==> src/rtl/rtc_pkg.sv <==
// Shared types and constants for the RTC write sequencer: FSM states, mode codes,
// and the BCD register address map indexed by load-mux select.
package rtc_pkg;

  typedef enum logic [2:0] {
    IDLE  = 3'd0,
    SEL   = 3'd1,
    LATCH = 3'd2,
    REQ   = 3'd3,
    NEXT  = 3'd4,
    DONE  = 3'd5
  } state_t;

  localparam logic [1:0] MODE_ALL     = 2'b00;
  localparam logic [1:0] MODE_TIME    = 2'b01;
  localparam logic [1:0] MODE_TIMER   = 2'b10;
  localparam logic [1:0] MODE_ALL_ALT = 2'b11;

  localparam int N_ADDR = 9;

  // Index = sel_LD value; entries 0..5 are time/date, 6..8 are the timer.
  localparam logic [7:0] ADDR_TABLE [N_ADDR] = '{
    8'h21, 8'h22, 8'h23, 8'h24, 8'h25, 8'h26,
    8'h41, 8'h42, 8'h43
  };

  localparam logic [3:0] SEL_FIRST       = 4'd0;
  localparam logic [3:0] SEL_TIME_LAST   = 4'd5;
  localparam logic [3:0] SEL_TIMER_FIRST = 4'd6;
  localparam logic [3:0] SEL_TIMER_LAST  = 4'd8;
  localparam logic [3:0] SEL_ALL_LAST    = 4'd8;

  function automatic logic [3:0] first_idx(input logic [1:0] m);
    return (m == MODE_TIMER) ? SEL_TIMER_FIRST : SEL_FIRST;
  endfunction

  function automatic logic [3:0] last_idx(input logic [1:0] m);
    case (m)
      MODE_TIME:  return SEL_TIME_LAST;
      MODE_TIMER: return SEL_TIMER_LAST;
      default:    return SEL_ALL_LAST;
    endcase
  endfunction

endpackage

==> src/rtl/rtc_addr_lut.sv <==
// Purpose: maps a load-mux select index to its RTC register address.
// Latency: combinational. Backpressure: none; out-of-range indices give 0x00.
module rtc_addr_lut
  import rtc_pkg::*;
(
  input  logic [3:0] idx,
  output logic [7:0] addr
);

  always_comb begin
    addr = 8'h00;
    if (idx < 4'(N_ADDR)) begin
      addr = ADDR_TABLE[idx];
    end
  end

endmodule

==> src/rtl/rtc_write_sequencer.sv <==
// Purpose: steps sel_LD over the selected RTC registers and issues one write each.
// Latency: start@t -> sel_LD@t+1, wr_req@t+3. Backpressure: wr_req held until wr_done;
// RTC_WRITE_TIMEOUT_EN adds a per-write timeout and a sticky error output.
module rtc_write_sequencer
  import rtc_pkg::*;
#(
  parameter int N_REG = 9,
  parameter int TIMEOUT_CYCLES = 1024
) (
  input  logic       clk,
  input  logic       reset,
  input  logic       start,
  input  logic [1:0] mode,
  input  logic [7:0] ld_bcd,
  input  logic       wr_done,
  output logic [3:0] sel_LD,
  output logic       wr_req,
  output logic [7:0] wr_addr,
  output logic [7:0] wr_data,
  output logic       busy,
  output logic       done
`ifdef RTC_WRITE_TIMEOUT_EN
  ,
  output logic       error
`endif
);

  state_t     state, state_nxt;
  logic [3:0] idx, idx_nxt;
  logic [3:0] last, last_nxt;
  logic [3:0] sel_nxt;
  logic       req_nxt;
  logic [7:0] addr_nxt, data_nxt;
  logic [7:0] lut_addr;

`ifdef RTC_WRITE_TIMEOUT_EN
  localparam int CNT_W = $clog2(TIMEOUT_CYCLES) + 1;
  logic [CNT_W-1:0] cnt, cnt_nxt;
  logic             err_nxt;
`endif

  rtc_addr_lut u_addr_lut (
    .idx  (idx),
    .addr (lut_addr)
  );

  always_comb begin
    state_nxt = state;
    idx_nxt   = idx;
    last_nxt  = last;
    sel_nxt   = sel_LD;
    req_nxt   = wr_req;
    addr_nxt  = wr_addr;
    data_nxt  = wr_data;
`ifdef RTC_WRITE_TIMEOUT_EN
    err_nxt   = error;
    // Counts only while the request is visible on the bus; any other state clears it.
    cnt_nxt   = (state == REQ && wr_req) ? cnt + 1'b1 : '0;
`endif

    case (state)
      IDLE: begin
        if (start) begin
          idx_nxt   = first_idx(mode);
          last_nxt  = last_idx(mode);
          state_nxt = SEL;
`ifdef RTC_WRITE_TIMEOUT_EN
          err_nxt   = 1'b0;
`endif
        end
      end
      SEL: begin
        sel_nxt   = idx;
        addr_nxt  = lut_addr;
        state_nxt = LATCH;
      end
      LATCH: begin
        // sel_LD has been stable for a full cycle, so the mux output is settled.
        data_nxt  = ld_bcd;
        state_nxt = REQ;
      end
      REQ: begin
        // wr_done only counts once the request is actually on the bus.
        if (!wr_req) begin
          req_nxt = 1'b1;
        end else if (wr_done) begin
          req_nxt   = 1'b0;
          state_nxt = NEXT;
        end
`ifdef RTC_WRITE_TIMEOUT_EN
        else if (cnt == CNT_W'(TIMEOUT_CYCLES - 1)) begin
          req_nxt   = 1'b0;
          err_nxt   = 1'b1;
          state_nxt = DONE;
        end
`endif
      end
      NEXT: begin
        if (idx == last || idx >= 4'(N_REG - 1)) begin
          state_nxt = DONE;
        end else begin
          idx_nxt   = idx + 4'd1;
          state_nxt = SEL;
        end
      end
      DONE: begin
        state_nxt = IDLE;
      end
      default: begin
        state_nxt = IDLE;
      end
    endcase
  end

  always_ff @(posedge clk) begin
    if (reset) begin
      state   <= IDLE;
      idx     <= 4'd0;
      last    <= 4'd0;
      sel_LD  <= 4'd0;
      wr_req  <= 1'b0;
      wr_addr <= 8'h00;
      wr_data <= 8'h00;
      busy    <= 1'b0;
      done    <= 1'b0;
`ifdef RTC_WRITE_TIMEOUT_EN
      cnt     <= '0;
      error   <= 1'b0;
`endif
    end else begin
      state   <= state_nxt;
      idx     <= idx_nxt;
      last    <= last_nxt;
      sel_LD  <= sel_nxt;
      wr_req  <= req_nxt;
      wr_addr <= addr_nxt;
      wr_data <= data_nxt;
      busy    <= (state_nxt != IDLE);
      done    <= (state_nxt == DONE);
`ifdef RTC_WRITE_TIMEOUT_EN
      cnt     <= cnt_nxt;
      error   <= err_nxt;
`endif
    end
  end

endmodule

==> config.mk <==
export PLATFORM = sky130hd
export DESIGN_NAME = rtc_write_sequencer
export DESIGN_NICKNAME = d
export VERILOG_FILES = /design/src/rtl/rtc_pkg.sv /design/src/rtl/rtc_addr_lut.sv /design/src/rtl/rtc_write_sequencer.sv
export SDC_FILE = /design/constraint.sdc
export NUM_CORES = 1
export LEC_CHECK = 0
export ABC_AREA = 1
export BUFFER_PORTS_ARGS = -buffer_cell sky130_fd_sc_hd__buf_2
export CAP_MARGIN = 40
export CORE_AREA = 3 3 60 62
export DETAILED_ROUTE_END_ITERATION = 8
export DIE_AREA = 0 0 63 65
export PLACE_DENSITY_LB_ADDON = 0.1
export SLEW_MARGIN = 15
export SYNTH_ARGS = -nofsm -noshare
export SYNTH_HDL_FRONTEND = slang
export SYNTH_HIERARCHICAL = 1
export SYNTH_SLANG_ARGS = --single-unit
==> constraint.sdc <==
create_clock -name clk -period 1.3 [get_ports clk]
set_clock_uncertainty 0.2 [all_clocks]
set_input_delay 0.13 -clock clk [delete_from_list [all_inputs] [get_ports clk]]
set_output_delay 0.13 -clock clk [all_outputs]
set_load 0.1 [all_outputs]
==> metrics.cfg <==
[outcome]
status=finished, violations left
violations=negative setup slack

[critical_path]
slowest_delay_ns=0.39
cp_slowest_cell=dfxtp_4
cp_top_family=simple AND/OR/NAND/NOR gates
crit_path_end_kind=flop
crit_required_ns=1.36
crit_type=flop to flop
worstPathArrival_ns=1.39
cp_num_buf_inv=1
start_kind=flop
critPathMaxFanout=10
path_cells=nor2_4 > nand3_2 > nor2_1 > inv_1 > a21oi_1

[synth]
ys_async_sr_fraction=0
yosysTopAreaCell=dfxtp_1
yosys_most_used_dff=dfxtp_1
yosys.area.top_type_share=0.443
synthTopCellsByArea=dfxtp_1 (44%), nand2_1 (10%), nor2_1 (7.3%), a21oi_1 (6.2%), o21ai_0 (5.2%)
synthCells=192
synth_edf_count=0
synth-seq-cells=32
ys_warn_count=6
syn_avg_cell_area_um2=7.53
syn-cell-area_um2=1450
ys_seq_area_frac=0.443
ys_types=26

[sta]
max_freq_ghz=0.748
min_period_ns=1.34
period_share=1.03
finalSetupTns_ns=-0.142
fin_ws_ns=-0.0368
rsz0062_at_grt=true
hold_viol=0
setup_viol=8
drv_slew=0

[cts]
cts_buffers=5
clk_latency_ns=0.33
cts_buffer_depth=2
htreeDepth=2
root_buffer=clkbuf_4
clk_pin_slew_ns=0.10
cts_tree=built
cts_sinks=32

[final_layout]
finish.utilization=0.779
drive_gt1_frac=0.449
design_area_um2=2400
layout.nets=274
syn2layout_area_growth_pct=65.7
fin_cells=300
antennaDiodeCount=0

[place]
dpl.hpwl_um=2540
place_congestion=0.824
dp_cells=280
dp_slack_ns=-0.0840
place_area_um2=2120
port_buffers=36

[job]
drv_cap=0

[route]
totalWireLength_um=3740
routedWlPerCell_um=12.5
vias=1423
drt_iter0_markers=55
drtPass1Iterations=4
via_per_inst=4.74
route.detailed.drc=0
ant_nets=0

[die]
die_w_um=63
io_pins=37
num_rows=20
die_y_um=65
floorplan.initialDensity=0.470
dieArea_um2=4100
core_area_um2=3080

[global_routing]
grt_antenna_before_repair=0
grt_max_degree=20
grt_overflow=0
grt_first_pass_wirelength_um=6430
grt_pass1_vias=1435
grt_use_total=0.201

[pwr]
powerDensity_nw_per_um2=1460
p_leak_nw=1.06
ir_drop_uv=861

[hold_path]
hold_class=flop to flop

[kinds of logic (layout without fill, tap and decap cells)]
| group | after synthesis | in the layout | synth area share |
|---|---|---|---|
| xor+xnor | 2 | 2 | 0.0121 |
| flops | 32 | 32 | 0.443 |
| other cells | 1 | 3 | 0.00259 |
| fa+ha+maj | 4 | 4 | 0.0346 |
| compound gates | 37 | 37 | 0.135 |
| simple gates | 86 | 86 | 0.272 |
| buf+inv | 30 | 92 | 0.101 |
[registers in the layout, indices dropped and copies added, names as in the netlist]
| signal | count |
|---|---|
| state | 3 |
| sel_LD | 4 |
| wr_req | 1 |
| wr_addr | 8 |
| idx | 4 |
| busy | 1 |
| done | 1 |
| wr_data | 8 |
| last | 2 |
[timing repair]
item | 4_1_cts | 5_1_grt
gates resized for setup | 15 | 15
endpoints found under the hold margin | 24 | 0
endpoints found under the setup margin | 14 | 27
pin swaps | 7 | 7
buffers inserted | 0 | 0
hold buffers | 13 | 0
[cell usage in the layout (no fill, tap or decap)]
master,instances
a211oi_1,1
a21oi_1,17
a21oi_2,1
a31oi_1,2
buf_12,24
buf_2,13
buf_4,11
buf_6,2
clkbuf_1,1
clkbuf_4,5
clkinv_2,1
conb_1,3
dfxtp_1,4
dfxtp_2,25
dfxtp_4,3
dlygate4sd3_1,13
ha_1,2
ha_4,2
inv_1,13
inv_2,8
inv_4,1
nand2_1,36
nand2_2,7
nand3_1,3
nand3_2,7
nand3_4,1
nand4_1,1
nor2_1,28
nor2_4,1
nor3_4,2
o211a_1,1
o21ai_0,12
o21ai_1,3
xnor2_1,1
xor2_2,1
[cell usage after synthesis (4+ instances only)]
library cell  instances
dfxtp_1              32
nor2_1               28
nand2_2               4
ha_1                  4
buf_4                 4
nand3_1               8
inv_2                 5
a21oi_1              18
nand2_1              39
o21ai_0              15
inv_1                17
[power by group]
| group | internal [mW] | leakage [nW] | switching [mW] |
|---|---|---|---|
| logic | 0.628 | 0.762 | 1.08 |
| clock network | 0.199 | 0.0281 | 0.314 |
| registers | 1.14 | 0.275 | 0.147 |
| total | 1.96 | 1.06 | 1.54 |
[metrics by stage]
step | power (mW) | hold slack [ns]
after floorplan | 2.31 | -0.000586
after global placement | 2.88 | 0.153
after detailed placement | 2.90 | 0.160
after CTS | 3.48 | 0.279
after global routing | 3.70 | 0.315
final | 3.50 | 0.285
[per-layer routing]
layer  up-vias  GRT usage  part of all wire  wire length, um
li1        733          -                 -                -
met1       651      0.225              0.40             1500
met2        35      0.357              0.52             1940
met3         4     0.0728             0.069              258
met4         0     0.0579            0.0083               31
met5         -          0                 0                0
[worst paths after layout]
check / start / to / slack [ns] / cells past startpoint
setup reg to reg: state[0] / last[3] / -0.04 / 5
setup / recovery: state[0] / last[3] / -0.04 / 5
hold reg to reg: last[3] / last[3] / 0.29 / 2
hold / removal: last[3] / last[3] / 0.29 / 2
[worst min-delay path, delay by kind of cell, from the launching register on]
family	cells	cell delay (ns)
AOI/OAI and AO/OA	1	0.06
DFF	1	0.32
and+or+nand+nor	1	0.07
[final cells by class]
| cell class | count | area, um2 |
|---|---|---|
| timing repair buffer | 63 | 781 |
| clock buffer | 6 | 41.3 |
| tap | 44 | 55.1 |
| clock inverter | 1 | 5.00 |
| multi-input combinational | 132 | 747 |
| fill | 217 | 681 |
| sequential | 32 | 683 |
| inverter | 22 | 85.1 |
Power figures use the tool's default switching activity.
